`src/rtl/divapx_pkg.sv`:
```
`default_nettype none
// +--------------------------------------------------------------------+
// | Module  : divapx_pkg                                               |
// | Brief   : Shared types and defaults for seq_restoring_divider.     |
// | Revision: 1.0 - initial release                                    |
// +--------------------------------------------------------------------+
package divapx_pkg;

   localparam int DW_DEFAULT         = 6;
   localparam int TRUNC_BITS_DEFAULT = 7;
   localparam int NW_DEFAULT         = 2 * DW_DEFAULT;

   typedef enum logic [1:0] {
      IDLE = 2'd0,
      BUSY = 2'd1,
      DONE = 2'd2
   } div_state_t;

endpackage
`default_nettype wire

```
`src/rtl/div_step_cell.sv`:
```
`default_nettype none
// +--------------------------------------------------------------------+
// | Module  : div_step_cell                                            |
// | Brief   : One combinational restoring-division step. Appends one   |
// |           dividend bit to the partial remainder and subtracts the  |
// |           divisor when that does not go negative.                  |
// | Revision: 1.0 - initial release                                    |
// +--------------------------------------------------------------------+
module div_step_cell
   import divapx_pkg::*;
#(
   parameter int DW = DW_DEFAULT
)(
   input  logic [DW-1:0] prem,
   input  logic          in_bit,
   input  logic [DW-1:0] divisor,
   output logic [DW-1:0] next_prem,
   output logic          q_bit
);

   // Extra top bit acts as the borrow; the shifted remainder itself needs DW+1 bits.
   logic [DW+1:0] w_trial;
   logic [DW:0]   w_shifted;

   assign w_shifted = {prem, in_bit};
   assign w_trial   = {1'b0, w_shifted} - {2'b00, divisor};

   // Keep the difference when non-negative, otherwise restore the shifted remainder.
   always_comb begin
      q_bit     = ~w_trial[DW+1];
      next_prem = w_shifted[DW-1:0];
      if (!w_trial[DW+1]) begin
         next_prem = w_trial[DW-1:0];
      end
   end

endmodule
`default_nettype wire

```
`src/rtl/seq_restoring_divider.sv`:
```
`default_nettype none
// +--------------------------------------------------------------------+
// | Module  : seq_restoring_divider                                    |
// | Brief   : Sequential unsigned restoring divider, 2*DW / DW -> DW   |
// |           quotient and remainder, one quotient bit per cycle,      |
// |           valid/ready on both sides.                               |
// |           Optional macro DIVAPX_TRUNC_EN zeroes the TRUNC_BITS     |
// |           dividend LSBs at capture (approximate-product format).   |
// | Revision: 1.0 - initial release                                    |
// +--------------------------------------------------------------------+
module seq_restoring_divider
   import divapx_pkg::*;
#(
   parameter int DW         = DW_DEFAULT,
   parameter int TRUNC_BITS = TRUNC_BITS_DEFAULT
)(
   input  logic              clk,
   input  logic              rst_n,
   input  logic              in_valid,
   output logic              in_ready,
   input  logic [2*DW-1:0]   dividend,
   input  logic [DW-1:0]     divisor,
   output logic              out_valid,
   input  logic              out_ready,
   output logic [DW-1:0]     quotient,
   output logic [DW-1:0]     remainder,
   output logic              div_zero,
   output logic              ovf
);

   localparam int NW = 2 * DW;
   localparam int CW = $clog2(DW + 1);

`ifdef DIVAPX_TRUNC_EN
   localparam bit c_trunc_en = 1'b1;
`else
   localparam bit c_trunc_en = 1'b0;
`endif

   localparam logic [NW-1:0] c_trunc_mask =
      c_trunc_en ? ~((NW'(1) << TRUNC_BITS) - NW'(1)) : {NW{1'b1}};

   div_state_t    r_state;
   logic [DW-1:0] r_prem;
   logic [DW-1:0] r_shift;
   logic [DW-1:0] r_div;
   logic [CW-1:0] r_cnt;
   logic          r_in_ready;
   logic          r_out_valid;
   logic [DW-1:0] r_quot;
   logic [DW-1:0] r_rem;
   logic          r_div_zero;
   logic          r_ovf;

   logic [NW-1:0] w_eff;
   logic [DW-1:0] w_hi;
   logic [DW-1:0] w_lo;
   logic [DW-1:0] w_next_prem;
   logic          w_q_bit;

   assign w_eff = dividend & c_trunc_mask;
   assign w_hi  = w_eff[NW-1:DW];
   assign w_lo  = w_eff[DW-1:0];

   // The single step cell is reused every BUSY cycle; the dividend bit comes from the shift MSB.
   div_step_cell #(
      .DW        (DW)
   ) u_step (
      .prem      (r_prem),
      .in_bit    (r_shift[DW-1]),
      .divisor   (r_div),
      .next_prem (w_next_prem),
      .q_bit     (w_q_bit)
   );

   // Control FSM, iteration datapath and registered handshake/result outputs.
   always_ff @(posedge clk) begin
      if (!rst_n) begin
         r_state     <= IDLE;
         r_prem      <= '0;
         r_shift     <= '0;
         r_div       <= '0;
         r_cnt       <= '0;
         r_in_ready  <= 1'b0;
         r_out_valid <= 1'b0;
         r_quot      <= '0;
         r_rem       <= '0;
         r_div_zero  <= 1'b0;
         r_ovf       <= 1'b0;
      end else begin
         case (r_state)
            IDLE: begin
               r_in_ready <= 1'b1;
               if (in_valid && r_in_ready) begin
                  r_in_ready <= 1'b0;
                  r_div_zero <= 1'b0;
                  r_ovf      <= 1'b0;
                  r_div      <= divisor;
                  if (divisor == '0) begin
                     r_div_zero <= 1'b1;
                     r_shift    <= '1;
                     r_prem     <= '0;
                     r_state    <= DONE;
                  end else if (w_hi >= divisor) begin
                     // Quotient would need more than DW bits.
                     r_ovf      <= 1'b1;
                     r_shift    <= '1;
                     r_prem     <= '0;
                     r_state    <= DONE;
                  end else begin
                     r_prem     <= w_hi;
                     r_shift    <= w_lo;
                     r_cnt      <= CW'(DW);
                     r_state    <= BUSY;
                  end
               end
            end
            BUSY: begin
               // Dividend bits leave at the MSB while quotient bits enter at the LSB.
               r_prem  <= w_next_prem;
               r_shift <= {r_shift[DW-2:0], w_q_bit};
               r_cnt   <= r_cnt - CW'(1);
               if (r_cnt == CW'(1)) begin
                  r_state <= DONE;
               end
            end
            DONE: begin
               if (!r_out_valid) begin
                  r_out_valid <= 1'b1;
                  r_quot      <= r_shift;
                  r_rem       <= r_prem;
               end else if (out_ready) begin
                  r_out_valid <= 1'b0;
                  r_in_ready  <= 1'b1;
                  r_state     <= IDLE;
               end
            end
            default: begin
               r_state <= IDLE;
            end
         endcase
      end
   end

   assign in_ready  = r_in_ready;
   assign out_valid = r_out_valid;
   assign quotient  = r_quot;
   assign remainder = r_rem;
   assign div_zero  = r_div_zero;
   assign ovf       = r_ovf;

endmodule
`default_nettype wire

```
`config.mk`:
```
export PLATFORM = sky130hd
export DESIGN_NAME = seq_restoring_divider
export DESIGN_NICKNAME = d
export VERILOG_FILES = /design/src/rtl/divapx_pkg.sv /design/src/rtl/div_step_cell.sv /design/src/rtl/seq_restoring_divider.sv
export SDC_FILE = /design/constraint.sdc
export NUM_CORES = 1
export LEC_CHECK = 0
export BUFFER_PORTS_ARGS = -buffer_cell sky130_fd_sc_hd__buf_2
export CELL_PAD_IN_SITES_DETAIL_PLACEMENT = 1
export CELL_PAD_IN_SITES_GLOBAL_PLACEMENT = 1
export CORE_AREA = 2 2 72 80
export CTS_CLUSTER_DIAMETER = 150
export CTS_CLUSTER_SIZE = 16
export DETAILED_ROUTE_END_ITERATION = 6
export DIE_AREA = 0 0 74 82
export PLACE_DENSITY_LB_ADDON = 0.1
export SLEW_MARGIN = 20
export SYNTH_ARGS = -nofsm -noshare
export SYNTH_HDL_FRONTEND = slang
export SYNTH_SLANG_ARGS = --single-unit
```
`constraint.sdc`:
```
create_clock -name clk -period 2.2 [get_ports clk]
set_input_delay 0.11 -clock clk [delete_from_list [all_inputs] [get_ports clk]]
set_output_delay 0.11 -clock clk [all_outputs]
set_load 0.01 [all_outputs]
```
==> flow_summary.html <==
<table>
<tr><th>Metric</th><th>Value</th></tr>
<tr><th colspan="2">Clocking</th></tr>
<tr><td>Cts repair resizes</td><td>0</td></tr>
<tr><td>Post-CTS Setup Inserts</td><td>0</td></tr>
<tr><td>Number of clock sinks</td><td>39</td></tr>
<tr><td>Clock Tree Buf Depth</td><td>2</td></tr>
<tr><td>Clock latency reported for the late side of the worst-skew pair</td><td>0.29 ns</td></tr>
<tr><td>Number of CTS-inserted buffers</td><td>5</td></tr>
<tr><td>Hold Buf Count CTS</td><td>0</td></tr>
<tr><td>Clock slew at the register clock pins of the worst setup and hold paths</td><td>0.08 ns</td></tr>
<tr><td>TritonCTS clock tree</td><td>done</td></tr>
<tr><td>Root Buffer</td><td>sky130_fd_sc_hd__clkbuf_8</td></tr>
<tr><td>CTS H-Tree Depth</td><td>2</td></tr>
<tr><th colspan="2">Setup path</th></tr>
<tr><td>Number of buffer and inverter instances along the worst setup path</td><td>2</td></tr>
<tr><td>Worst endpoint required time</td><td>2.42 ns</td></tr>
<tr><td>Gate family responsible for the most delay along the worst path</td><td>adder cells</td></tr>
<tr><td>Critical path endpoint category</td><td>flop</td></tr>
<tr><td>Most prevalent standard cell on the critical path</td><td>sky130_fd_sc_hd__inv_1</td></tr>
<tr><td>Critical-path top delay cell</td><td>sky130_fd_sc_hd__fa_1</td></tr>
<tr><td>Critical Path Source Type</td><td>flop</td></tr>
<tr><td>Crit-path max cell delay</td><td>0.41 ns</td></tr>
<tr><td>Crit Path Class</td><td>reg -&gt; reg</td></tr>
<tr><td>Arrival time at the worst endpoint</td><td>slightly above 2 ns</td></tr>
<tr><td>Max Fanout on Critical Path</td><td>3</td></tr>
<tr><td>Cells along the critical path</td><td>inv_1 -&gt; ha_1 -&gt; inv_1 -&gt; fa_1 -&gt; a21o_1 -&gt; a21oi_1 -&gt; xnor2_1 -&gt; mux2i_1 -&gt; o22ai_1</td></tr>
<tr><th colspan="2">Power</th></tr>
<tr><td>Internal power of the cells</td><td>1.22 mW</td></tr>
<tr><td>Combinational cell fraction of total power</td><td>29.3%</td></tr>
<tr><td>Switching pwr</td><td>0.603 mW</td></tr>
<tr><td>Clock share of power</td><td>~26%</td></tr>
<tr><td>Power density of the placed cells</td><td>732 nW/µm²</td></tr>
<tr><td>Fraction of power spent switching nets</td><td>33.0%</td></tr>
<tr><td>Static Leakage</td><td>1.05 nW</td></tr>
<tr><td>Sequential cell fraction of total power</td><td>44.9%</td></tr>
<tr><td>Maximum vdd ir drop</td><td>0.000319 V</td></tr>
<tr><th colspan="2">STA</th></tr>
<tr><td>Setup slack of the critical path after layout</td><td>0.381 ns</td></tr>
<tr><td>Hold slack final</td><td>0.0301 ns</td></tr>
<tr><td>Max frequency</td><td>0.550 GHz</td></tr>
<tr><td>Clock Skews</td><td>0.00705 ns</td></tr>
<tr><td>Finish-stage setup viols</td><td>0</td></tr>
<tr><td>Worst-margin pin slew</td><td>about 0.49 ns</td></tr>
<tr><td>Worst slew margin</td><td>67.1%</td></tr>
<tr><td>Final clock period utilization by the worst path</td><td>between 80% and 90%</td></tr>
<tr><td>Final period demand of the worst path</td><td>1.82 ns</td></tr>
<tr><td>Final-layout setup total negative slack</td><td>0 ns</td></tr>
<tr><td>Setup repair after global routing missed its margin</td><td>false</td></tr>
<tr><td>Count of pins over their slew limit</td><td>0</td></tr>
<tr><td>Number of hold violations in the final report</td><td>0</td></tr>
<tr><th colspan="2">Final layout</th></tr>
<tr><td>Number of nets in the final layout</td><td>between 300 and 400</td></tr>
<tr><td>Area overhead of the layout relative to synthesis</td><td>16.8%</td></tr>
<tr><td>Proportion of layout cells with a drive suffix above 1</td><td>23.0%</td></tr>
<tr><td>Ant diodes</td><td>0</td></tr>
<tr><td>Fill cell total of the finished layout</td><td>652</td></tr>
<tr><td>Final core area utilization</td><td>a little under half</td></tr>
<tr><th colspan="2">Run status</th></tr>
<tr><td>Status</td><td>finished, final reports clean</td></tr>
<tr><th colspan="2">Placed design</th></tr>
<tr><td>IO Port Bufs</td><td>37</td></tr>
<tr><td>Place WS</td><td>0.379 ns</td></tr>
<tr><td>Post-DP HPWL</td><td>4.15 mm</td></tr>
<tr><td>Placer's final routability congestion estimate</td><td>0.798</td></tr>
<tr><th colspan="2">Logic synthesis</th></tr>
<tr><td>Main synth FF type</td><td>sky130_fd_sc_hd__dfxtp_1</td></tr>
<tr><td>Post-synthesis sequential element count</td><td>39</td></tr>
<tr><td>Number of instances in the synthesized netlist</td><td>241</td></tr>
<tr><td>Syn Std Cell Area</td><td>approximately 2100 µm²</td></tr>
<tr><td>Post-Syn Nets</td><td>278</td></tr>
<tr><td>Leading area contributor after synthesis</td><td>sky130_fd_sc_hd__dfxtp_1</td></tr>
<tr><td>Largest cells by area after synthesis</td><td>sky130_fd_sc_hd__dfxtp_1, sky130_fd_sc_hd__ha_1, sky130_fd_sc_hd__mux2i_1</td></tr>
<tr><td>Total number of yosys warnings</td><td>0</td></tr>
<tr><td>Netlist cell types</td><td>52</td></tr>
<tr><td>Number of enable flip-flop cells after synthesis</td><td>0</td></tr>
<tr><td>Register area share after synthesis</td><td>between 30% and 40%</td></tr>
<tr><td>Share of flip-flops with an asynchronous set or reset after synthesis</td><td>0%</td></tr>
<tr><td>Average cell area after synthesis</td><td>8.87 µm²</td></tr>
<tr><td>Top-area cell type share of the netlist area</td><td>36.5%</td></tr>
<tr><th colspan="2">Global route</th></tr>
<tr><td>Wire length of the first global-routing pass</td><td>about 9.0 mm</td></tr>
<tr><td>Total global routing track utilization</td><td>between 15 and 20%</td></tr>
<tr><td>Maximum number of pins on one net before global-route repair</td><td>22</td></tr>
<tr><td>Number of global-route vias before repair</td><td>between 1500 and 2000</td></tr>
<tr><td>Antenna violations before repair</td><td>0</td></tr>
<tr><td>Total overflow reported by the global router</td><td>0</td></tr>
<tr><th colspan="2">Die</th></tr>
<tr><td>Number of top-level design ports</td><td>38</td></tr>
<tr><td>Die Span X</td><td>74 µm</td></tr>
<tr><td>Die ar.</td><td>approximately 6100 µm²</td></tr>
<tr><td># rows</td><td>28</td></tr>
<tr><td>Core Area</td><td>5290 µm²</td></tr>
<tr><td>Die Y</td><td>82 µm</td></tr>
<tr><td>Effective utilization at floorplan</td><td>40.4%</td></tr>
<tr><th colspan="2">Routing</th></tr>
<tr><td>Count of routing violations after the opening detailed-route iteration</td><td>84</td></tr>
<tr><td>Post-DRT Antenna Nets</td><td>0</td></tr>
<tr><td>Total iterations of the first detailed-routing run</td><td>4</td></tr>
<tr><td>Final wirelength</td><td>5.34 mm</td></tr>
<tr><td>Total via count in the routed design</td><td>1900</td></tr>
<tr><td>Via-per-instance ratio</td><td>5.32</td></tr>
<tr><td>Final routed DRC violation total</td><td>0</td></tr>
<tr><td>Average wire per cell in the routed design</td><td>~15 µm</td></tr>
<tr><th colspan="2">Worst hold path</th></tr>
<tr><td>Kind of path behind the tightest hold check</td><td>in -&gt; reg</td></tr>
<tr><th colspan="2">Flow run</th></tr>
<tr><td>Max-cap violations</td><td>0</td></tr>
</table>
-- state kept, by name (all words and copies together), names as in the netlist --
register   flops
quotient       6
r_div          6
r_prem         6
r_shift        6
remainder      6
r_cnt          3
r_state        2
div_zero       1
in_ready       1
out_valid      1
ovf            1
-- layout by cell type, fill, tap and decap left out, drive strengths merged, types with 2 or more instances in the layout --
cell type	instances
dfxtp	39
a31oi	11
a32oi	2
nor3	3
inv	20
o22ai	3
mux2i	14
and3	3
nor2	11
nand3	4
a21oi	15
a21o	3
o21ai	9
nand2	25
buf	45
nor2b	15
xor2	2
nand2b	5
a21boi	4
o221ai	4
o21a	3
ha	14
clkbuf	7
nand4	4
-- final timing paths --
kind                     from         end  slack (ns)  depth (start not counted)
setup reg to reg   r_shift[5]   r_prem[4]        0.38                          9
hold reg to reg           ovf         ovf        0.45                          2
setup / recovery   r_shift[5]   r_prem[4]        0.38                          9
hold / removal    dividend[5]  r_shift[5]        0.03                          2
-- area by class of cell --
class,count,area (µm²),share of cell area [%]
clock inverters,1,5.00,0.200
inverters,20,75.1,3.01
repair buffers,45,245,9.82
well taps,75,93.8,3.76
flip-flops and latches,39,781,31.3
clock buffers,7,76.3,3.06
multi-input cells,170,1220,48.9
-- cells in the mapped netlist, drive strengths merged (3+ instances only) --
master / instances
clkbuf: 7
nor2b: 15
ha: 14
a21boi: 4
nand2b: 5
buf: 5
a21o: 3
inv: 20
a31oi: 11
nand3: 4
nand4: 4
nor2: 11
and3: 3
o22ai: 3
nor3: 3
mux2i: 14
o21ai: 9
a21oi: 15
dfxtp: 39
o21a: 3
nand2: 25
o221ai: 4
-- metrics by stage --
step           std cells  power, mW  cell area [µm²]
2_1_floorplan        241       1.22             2140
3_3_place_gp         349       1.36             2420
3_5_place_dp         349       1.37             2420
4_1_cts              357       1.85             2500
5_1_grt              357       1.96             2500
6_report             357       1.83             2500
-- routing by layer --
| metal | global-route usage [%] | vias to the layer above | share of wire [%] |
|---|---|---|---|
| met1 | 25.4 | 921 | 48 |
| li1 | - | 935 | - |
| met4 | 4.91 | 0 | 1.2 |
| met3 | 4.17 | 5 | 3.6 |
| met2 | 32.8 | 39 | 48 |
| met5 | 0 | - | 0 |
-- power groups by stage --
stage | Combinational (mW) | Sequential, mW | Clock [mW]
global placement | 0.528 | 0.835 | 0
detailed placement | 0.536 | 0.837 | 0
global route | 0.596 | 0.831 | 0.534
CTS | 0.541 | 0.821 | 0.491
floorplan | 0.394 | 0.823 | 0
finish | 0.535 | 0.820 | 0.472
-- kinds of logic (layout without fill, tap and decap cells) --
family	Yosys count	in the layout	share of synthesized area, %
buf+inv	32	73	6.38
mux	15	15	7.08
fa+ha+maj	15	15	9.13
xor+xnor	3	3	1.23
simple gates	73	73	17.6
compound gates	64	64	22.1
flops	39	39	36.5
Note: power is estimated with default switching activity, not from simulation.
